`src/rtl/line_buf_ctrl.sv`:
```
`default_nettype none
// ============================================================================
// Module      : line_buf_ctrl
// Description : Rotating row-buffer controller that fills KERNEL_SIZE rows,
//               then presents a sliding window of rows to a consumer.
// Revision    : 1.0 - initial release
// ============================================================================
module line_buf_ctrl #(
    parameter int IMAGE_W     = 16,
    parameter int IMAGE_H     = 16,
    parameter int KERNEL_SIZE = 3,
    parameter int NUM_BANKS   = 4,
    parameter int ADDR_W      = 4,
    localparam int BANK_W     = (NUM_BANKS > 1) ? $clog2(NUM_BANKS) : 1,
    localparam int ROW_W      = (IMAGE_H > 1) ? $clog2(IMAGE_H) : 1
) (
    input  logic                 clk,
    input  logic                 rst,
    input  logic                 frame_start,
    input  logic                 in_valid,
    output logic                 in_ready,
    input  logic                 row_done,
    output logic [NUM_BANKS-1:0] wr_en,
    output logic [ADDR_W-1:0]    wr_addr,
    output logic [BANK_W-1:0]    top_bank,
    output logic                 win_valid,
    output logic                 row_start,
    output logic [ROW_W-1:0]     out_row,
    output logic                 frame_done,
    output logic                 busy
);

    localparam int OCC_W = $clog2(NUM_BANKS + 1);
    localparam int RW_W  = $clog2(IMAGE_H + 1);

    localparam logic [ADDR_W-1:0] c_last_col     = ADDR_W'(IMAGE_W - 1);
    localparam logic [BANK_W-1:0] c_last_bank    = BANK_W'(NUM_BANKS - 1);
    localparam logic [ROW_W-1:0]  c_last_out_row = ROW_W'(IMAGE_H - KERNEL_SIZE);
    localparam logic [OCC_W-1:0]  c_kernel       = OCC_W'(KERNEL_SIZE);
    localparam logic [OCC_W-1:0]  c_max_occ      = OCC_W'(NUM_BANKS);
    localparam logic [RW_W-1:0]   c_rows         = RW_W'(IMAGE_H);

    if (NUM_BANKS < KERNEL_SIZE || IMAGE_H < KERNEL_SIZE || (2 ** ADDR_W) < IMAGE_W)
    begin : g_param_check
        $error("line_buf_ctrl: illegal parameter combination");
    end

    typedef enum logic [1:0] {
        ST_IDLE   = 2'd0,
        ST_FILL   = 2'd1,
        ST_STREAM = 2'd2,
        ST_DRAIN  = 2'd3
    } state_t;

    state_t            state_q, state_d;
    logic [ADDR_W-1:0] col_q, col_d;
    logic [BANK_W-1:0] wr_bank_q, wr_bank_d;
    logic [BANK_W-1:0] top_bank_q, top_bank_d;
    logic [RW_W-1:0]   rows_written_q, rows_written_d;
    logic [ROW_W-1:0]  out_row_q, out_row_d;
    logic [OCC_W-1:0]  occ_q, occ_d;
    logic              win_valid_prev_q, win_valid_prev_d;
    logic              row_start_q, row_start_d;
    logic              frame_done_q, frame_done_d;

    logic w_accept;
    logic w_row_complete;
    logic w_row_release;
    logic w_final;

    assign busy      = (state_q != ST_IDLE);
    assign in_ready  = ((state_q == ST_FILL) || (state_q == ST_STREAM)) &&
                       (occ_q < c_max_occ) && (rows_written_q < c_rows);
    assign win_valid = (occ_q >= c_kernel) &&
                       ((state_q == ST_STREAM) || (state_q == ST_DRAIN));

    assign w_accept       = in_valid && in_ready;
    assign w_row_complete = w_accept && (col_q == c_last_col);
    assign w_row_release  = row_done && win_valid;
    assign w_final        = w_row_release && (out_row_q == c_last_out_row);

    assign wr_addr    = col_q;
    assign top_bank   = top_bank_q;
    assign out_row    = out_row_q;
    assign row_start  = row_start_q;
    assign frame_done = frame_done_q;

    always_comb begin
        wr_en = '0;
        for (int b = 0; b < NUM_BANKS; b++) begin
            wr_en[b] = w_accept && (wr_bank_q == BANK_W'(b));
        end
    end

    always_comb begin
        state_d        = state_q;
        col_d          = col_q;
        wr_bank_d      = wr_bank_q;
        top_bank_d     = top_bank_q;
        rows_written_d = rows_written_q;
        out_row_d      = out_row_q;
        occ_d          = occ_q;

        if (w_accept) begin
            col_d = w_row_complete ? '0 : col_q + 1'b1;
        end
        if (w_row_complete) begin
            wr_bank_d      = (wr_bank_q == c_last_bank) ? '0 : wr_bank_q + 1'b1;
            rows_written_d = rows_written_q + 1'b1;
        end
        if (w_row_release) begin
            top_bank_d = (top_bank_q == c_last_bank) ? '0 : top_bank_q + 1'b1;
            out_row_d  = out_row_q + 1'b1;
        end

        // A row landing while another is released leaves occupancy as is.
        case ({w_row_complete, w_row_release})
            2'b10:   occ_d = occ_q + 1'b1;
            2'b01:   occ_d = occ_q - 1'b1;
            default: occ_d = occ_q;
        endcase

        case (state_q)
            ST_IDLE: begin
                if (frame_start) begin
                    state_d = ST_FILL;
                end
            end
            ST_FILL: begin
                if (occ_d >= c_kernel) begin
                    state_d = (rows_written_d == c_rows) ? ST_DRAIN : ST_STREAM;
                end
            end
            ST_STREAM: begin
                if (rows_written_d == c_rows) begin
                    state_d = ST_DRAIN;
                end
            end
            default: begin
                if (w_final) begin
                    state_d = ST_IDLE;
                end
            end
        endcase

        if (w_final || (state_q == ST_IDLE)) begin
            col_d          = '0;
            wr_bank_d      = '0;
            top_bank_d     = '0;
            rows_written_d = '0;
            out_row_d      = '0;
            occ_d          = '0;
        end

        win_valid_prev_d = win_valid;
        // New window either from a rising win_valid or from a release that keeps one ready.
        row_start_d  = (win_valid && !win_valid_prev_q) ||
                       (w_row_release && !w_final && (occ_d >= c_kernel));
        frame_done_d = w_final;
    end

    always_ff @(posedge clk or negedge rst) begin
        if (!rst) begin
            state_q          <= ST_IDLE;
            col_q            <= '0;
            wr_bank_q        <= '0;
            top_bank_q       <= '0;
            rows_written_q   <= '0;
            out_row_q        <= '0;
            occ_q            <= '0;
            win_valid_prev_q <= 1'b0;
            row_start_q      <= 1'b0;
            frame_done_q     <= 1'b0;
        end else begin
            state_q          <= state_d;
            col_q            <= col_d;
            wr_bank_q        <= wr_bank_d;
            top_bank_q       <= top_bank_d;
            rows_written_q   <= rows_written_d;
            out_row_q        <= out_row_d;
            occ_q            <= occ_d;
            win_valid_prev_q <= win_valid_prev_d;
            row_start_q      <= row_start_d;
            frame_done_q     <= frame_done_d;
        end
    end

endmodule
`default_nettype wire

```
`config.mk`:
```
export PLATFORM = sky130hd
export DESIGN_NAME = line_buf_ctrl
export DESIGN_NICKNAME = d
export VERILOG_FILES = /design/src/rtl/line_buf_ctrl.sv
export SDC_FILE = /design/constraint.sdc
export NUM_CORES = 1
export LEC_CHECK = 0
export CAP_MARGIN = 20
export CORE_UTILIZATION = 53
export CTS_CLUSTER_SIZE = 24
export DETAILED_ROUTE_END_ITERATION = 10
export PLACE_DENSITY = 0.86
export REMOVE_ABC_BUFFERS = 1
export SYNTH_ARGS = -nofsm -noshare
export SYNTH_HDL_FRONTEND = slang
export SYNTH_SLANG_ARGS = --single-unit
```
`constraint.sdc`:
```
create_clock -name clk -period 3.7 [get_ports clk]
set_clock_uncertainty 0.1 [all_clocks]
set_input_delay 0.74 -clock clk [delete_from_list [all_inputs] [get_ports clk]]
set_output_delay 0.74 -clock clk [all_outputs]
set_load 0.05 [all_outputs]
```
After elaboration in Yosys (flattened, before gate mapping)
Index checks and enable logic that the tools add are counted.

Add/sub/neg operators: 7. Magnitude comparators: 5. Equality and inequality tests: 15. Muxes and demuxes: 21. Reduce and logical (&&, ||, !) cells: 28.

Operators by type and width (count): 2-bit 2-to-1 mux (10); 4-bit 2-to-1 mux (5); 1-bit logical AND (14); 2-bit == test (second input constant) (6); 5-bit 2-to-1 mux (2); 3-bit by 2-bit >= comparator with 1-bit output (second input constant) (3); 4-bit by 1-bit adder with 4-bit output (second input constant) (2); 4-bit == test (second input constant) (2); 2-bit nonzero test (4); 2-bit by 1-bit == test with 1-bit output (second input constant) (3); 2-bit one-hot mux with 3 select lines (1); 3-bit one-hot mux with 2 select lines (1); 5-bit by 1-bit adder with 5-bit output (second input constant) (1); 5-bit == test (second input constant) (1); 5-bit < comparator (second input constant) (1); 2-bit by 1-bit adder with 2-bit output (second input constant) (2); 2-bit zero test (2); 1-bit logical OR (4); 2-bit by 1-bit inequality test with 1-bit output (second input constant) (2); 4-bit AND reduction (1); 4-bit nonzero test (1); 3-bit by 1-bit adder with 3-bit output (second input constant) (1); 3-bit < comparator (second input constant) (1); 3-bit 2-to-1 mux (1); other kinds (4) (5).

Register bits after elaboration: 25. Input port bits: 5. Output and inout bits: 19. Word-level logic and storage cells: 86.

Depth between registers and ports, before layout
Gate-level depths: netlist of run 1.

Word-level depth: 12. Depth in mapped cells: 13. Mapped depth without buffers: 13.

Worst setup path after synthesis of run 1
OpenSTA, ideal clock, no wires.

Path type: register -> register. Start: register state_q[0]. End: register state_q[0]. Setup time: 127 ps. Data arrival time: 3309 ps. Data required time: 3473 ps. Setup slack: 164 ps. Stages on the path, launching flop included: 13. Buffers on the path: 0. Clock period less this slack: 3536 ps. Cell sequence: dfrtp_1 -> inv_1 -> ha_1 -> nor2_1 -> nor2_1 -> nand2_1 -> inv_2 -> ha_1 -> fa_1 -> a2bb2oi_1 -> o2111a_1 -> a211o_1 -> mux2_1.

Elaborated cells on any way between the ends: 27. Classes of those cells: 1 x order compare; 9 x eq/ne; 5 x mux; 12 x reduce/logical.

RTL lines: start, declared (line 55) `state_t state_q, state_d;`; start signal, assigned (line 175) `state_q <= state_d;`; 2-bit == test (line 75) `((state_q == ST_STREAM) || (state_q == ST_DRAIN));`; 1-bit logical OR (*) (line 75); 1-bit logical AND (*) (line 74) `assign win_valid = (occ_q >= c_kernel) &&`; via win_valid (line 26) `output logic win_valid,`; 1-bit logical AND (*) (line 79) `assign w_row_release = row_done && win_valid;`; 2-bit by 1-bit == test with 1-bit output / 2-bit == test (equally long branches) (line 117) `case ({w_row_complete, w_row_release})`; 3-bit one-hot mux with 2 select lines (line 117); 3-bit by 2-bit >= comparator with 1-bit output (line 130) `if (occ_d >= c_kernel) begin`; 2-bit by 1-bit inequality test with 1-bit output (no line); 4-bit AND reduction (no line) (*).

Mark *: on every way through the listed nets, which the timed path passes. The rest lies on a longest branch. The select of a mux whose other input is x is not followed. A chain may end at the register's enable or synchronous reset.

Worst setup path in the final report of run 1
Start: input port in_valid. End: register state_q[1].

Word-level cells in the longest chain between the ends: 7. Elaborated cells on any way between the ends: 11. Classes of those cells: 1 x order compare; 5 x eq/ne; 2 x mux; 3 x reduce/logical.

RTL lines: start, declared (line 20) `input logic in_valid,`; 1-bit logical AND (*) (line 77) `assign w_accept = in_valid && in_ready;`; 1-bit logical AND (*) (line 78) `assign w_row_complete = w_accept && (col_q == c_last_col);`; 2-bit by 1-bit == test with 1-bit output / 2-bit == test (equally long branches) (line 117); 3-bit one-hot mux with 2 select lines (line 117); 3-bit by 2-bit >= comparator with 1-bit output (line 130); 2-bit by 1-bit inequality test with 1-bit output (no line); 4-bit AND reduction (no line) (*).

Every way passes the cells marked *; elsewhere a longest branch is shown, timed or not.

==> metrics.md, run 1 <==
| Metric | Value |
|---|---|
| Share of layout cells above drive strength 1 | `under 10%` |
| Startpoint Class | `input pin` |
| Effective utilization at floorplan | `a little under three fifths` |
| Arrival time at the worst endpoint | `~3400 ps` |
| Buffers added on ports | `23` |
| Number of global-route vias before repair | `1331` |
| Gate Count Post-Synth | `153` |
| Standby leakage power | `about 0.84 nW` |
| Number of nets at the end of the flow | `a little over 200` |
| Drc violations | `0` |
| Most numerous cell types in the synthesized netlist | `sky130_fd_sc_hd__dfrtp_1 (25), sky130_fd_sc_hd__nor2_1 (18), sky130_fd_sc_hd__ha_1 (15), sky130_fd_sc_hd__nand2_1 (13), sky130_fd_sc_hd__a21oi_1 (10)` |
| Clock insertion delay at the later pin of the skew report | `just over 300 ps` |
| Largest area contributor in the synthesized netlist | `sky130_fd_sc_hd__dfrtp_1` |
| Number of hold-repair buffers added at the cts stage | `0` |
| Proportion of synthesized area in mux cells | `under 10%` |
| Die Outline Area | `slightly above 3000 µm²` |
| Post-route clock period utilization | `between 80% and 90%` |
| Share of async-settable or async-resettable flops after synthesis | `100%` |
| CTS Root Buffer Type | `sky130_fd_sc_hd__clkbuf_4` |
| Fin crit period | `between 3000 and 4000 ps` |
| Area of the multi-input gates | `roughly 830 µm²` |
| Cells traversed along the worst timing path | `clkdlybuf4s50_1 -> nand4bb_4 -> nor2_1 -> inv_2 -> ha_1 -> fa_1 -> xnor2_1 -> a2bb2oi_1 -> o2111a_1 -> a211o_1 -> mux2_1` |
| Final wirelength | `~3300 µm` |
| Syn. warnings | `0` |
| Post-synthesis compound-gate area fraction | `between 10% and 20%` |
| Fraction of the mapped netlist area in adder cells | `13.7%` |
| Maximum fanout along the worst path | `5` |
| Leading post-synthesis cells by cell area | `sky130_fd_sc_hd__dfrtp_1 (41%), sky130_fd_sc_hd__ha_1 (12%), sky130_fd_sc_hd__nor2_1 (4.5%)` |
| Number of antenna violations at the first check in global routing | `0` |
| Required time at the endpoint of the critical path | `roughly 3800 ps` |
| Area inside the core boundary | `about 2700 µm²` |
| Sequential-to-total area share from yosys stat | `a little over 40%` |
| Startpoint of the most critical hold path | `win_valid_prev_q` |
| Antenna cell count | `0` |
| Placement Rows | `19` |
| Via Count | `around 1200` |
| Simple-Gate Fraction of Synth Area | `between 15 and 20%` |
| Clock buffer count from CTS | `3` |
| Number of violations reported at the end of detailed-routing iteration 0 | `14` |
| Critical path's slowest cell | `sky130_fd_sc_hd__clkdlybuf4s50_1` |
| Post-CTS setup-driven buffer insertion count | `0` |
| Post-route setup TNS | `0 ps` |
| Remaining Overflow, GRT | `0` |
| Most common cell in the synthesized netlist | `sky130_fd_sc_hd__dfrtp_1` |
| Max incr delay on CP | `520 ps` |
| Post-synth cell types | `40` |
| Post-synth EDFFs | `0` |
| Total buffers and inverters traversed by the critical path | `2` |
| Cell area after synthesis | `between 1500 and 2000 µm²` |
| Post-synth top flop | `sky130_fd_sc_hd__dfrtp_1` |
| Largest family of logic cells by synthesized area | `simple AND/OR/NAND/NOR gates` |
| Post-DP HPWL | `around 2500 µm` |
| Die span in y | `roughly 55 µm` |
| Area post-placement | `1850 µm²` |
| TritonCTS clock tree | `built` |
| Number of sinks on the clock net | `25` |
| Pre-antenna DRT Iters | `4` |
| Global-route wire length before repair | `a little under 6000 µm` |
| Wire length per cell after detailed routing | `between 15 and 20 µm` |
| Clock buffer depth | `2` |
| Reg clk slew, reported paths | `130 ps` |
| Max-cap check violation count | `0` |
| Maximum ir drop on the vdd rail | `0.000594 V` |
| Number of levels the H-tree was split into | `1` |
| Synth top area share | `about two fifths` |
| Area growth, synth to finish | `23.9%` |
| Largest net degree at the start of global routing | `26` |
| Register Area | `626 µm²` |
| Weighted congestion at the end of routability-driven global placement | `just under 0.8` |
| Family of cells with the greatest summed delay on the critical path | `adder cells` |
| RSZ-0062 raised after global routing | `no` |
| Peak clock frequency supported by timing | `0.304 GHz` |
| Number of primary I/O pins | `24` |
| Xor-xnor portion of the synthesized cell area | `under 10%` |
| Number of register bits inferred by synthesis | `25` |
| Class of the worst hold path | `flop to flop` |
| Count of final hold-check violations | `0` |
| # resized after CTS | `0` |
| Type of the setup path with the least slack | `input pin to flop` |
| Power Dens Cells | `502 nW/µm²` |
| Number of routed nets with antenna violations | `0` |
| CP Capture Type | `flop` |
| Die Wd | `around 55 µm` |
| Status | `finished, final reports clean` |
| Start point of the critical path | `in_valid` |
| Worst Tran Pin Value | `between 600 and 700 ps` |
| Final standard cell area without fillers | `about 1900 µm²` |
| Number of vias per cell | `approximately 5.8` |
| Worst slew margin relative to its limit | `approximately 53%` |
| Aggregate global-route resource usage | `between 20% and 30%` |
| Setup violators final | `0` |
| Number of max-slew violations in the final report | `0` |
| Launching point of the worst reg2reg path | `state_q[0]` |
| Average cell area after synthesis | `between 9 and 10 µm²` |
| Number of fillers in the final layout | `207` |
-- area by class of cell --
| type | count | area share (%) |
|---|---|---|
| multi-input combinational | 114 | 44.4 |
| sequential | 25 | 33.3 |
| timing repair buffer | 29 | 16.8 |
| tap | 31 | 2.07 |
| inverter | 10 | 2.00 |
| clock buffer | 4 | 1.40 |
-- flip-flops by register name, indices dropped and copies added, names as in the netlist, 2 cells and up --
signal / count
state_q: 2
top_bank: 2
rows_written_q: 5
wr_bank_q: 2
occ_q: 3
out_row: 4
wr_addr: 4
-- per-layer routing --
| layer | routed length (µm) | global-route usage [%] |
|---|---|---|
| met1 | 1330 | 26.8 |
| met2 | 1820 | 42.7 |
| met3 | 86 | 3.28 |
| met4 | 61 | 13.6 |
| met5 | 0 | 0 |
-- cells in the final DEF (no fill, tap or decap), drive strengths merged, types with 2 or more instances in the layout --
cell type | netlist | layout
inv | 10 | 10
mux2 | 2 | 2
buf | 2 | 10
nor2 | 18 | 18
xnor2 | 2 | 2
a21oi | 10 | 10
clkdlybuf4s50 | 0 | 19
nand3 | 7 | 7
o21ai | 4 | 4
and2 | 5 | 5
a2111oi | 2 | 2
nor3 | 3 | 3
ha | 15 | 15
nand4 | 3 | 3
nand2 | 13 | 13
a41oi | 2 | 2
or3 | 2 | 2
mux2i | 2 | 2
dfrtp | 25 | 25
xor2 | 6 | 6
clkbuf | 2 | 4
o211ai | 2 | 2
-- final timing paths --
path,endpoint,slack [ps],cells after the start
hold reg to reg,row_start,330,1
hold / removal,row_start,330,1
max in group asynchronous,top_bank[1],2570,2
min in group asynchronous,out_row[3],680,2
setup / recovery,state_q[1],410,11
setup reg to reg,state_q[1],410,13
-- power by group --
part	internal, mW	switching [mW]
registers	0.295	0.0284
logic	0.192	0.304
clock network	0.0421	0.0810
-- logic make-up (layout without fill, tap and decap cells) --
| family | after synthesis | count (layout) |
|---|---|---|
| simple gates | 57 | 57 |
| mux | 4 | 4 |
| compound gates | 29 | 29 |
| flops | 25 | 25 |
| buf+inv | 14 | 43 |
| xor+xnor | 8 | 8 |
| fa+ha+maj | 16 | 16 |
-- through the flow --
| step | utilization, % | hold WS [ps] | power (mW) | instances | worst slack [ps] |
|---|---|---|---|---|---|
| 3_3_place_gp | 67.7 | 312 | 0.803 | 209 | 183 |
| 3_5_place_dp | 67.7 | 319 | 0.822 | 209 | 61.9 |
| 4_1_cts | 68.7 | 337 | 0.947 | 213 | 404 |
| 6_report | 68.7 | 333 | 0.942 | 213 | 408 |
| 2_1_floorplan | - | 306 | 0.645 | 149 | 164 |
| 5_1_grt | 68.7 | 355 | 0.995 | 213 | 162 |
Note: power is estimated with default switching activity, not from simulation.
==> run 2, diff against run 1 <==
- ABC_CLOCK_PERIOD_IN_PS: not set -> 3700
==> results of run 2 <==
The final DEF is identical to that of run 1; final timing and power are the same.
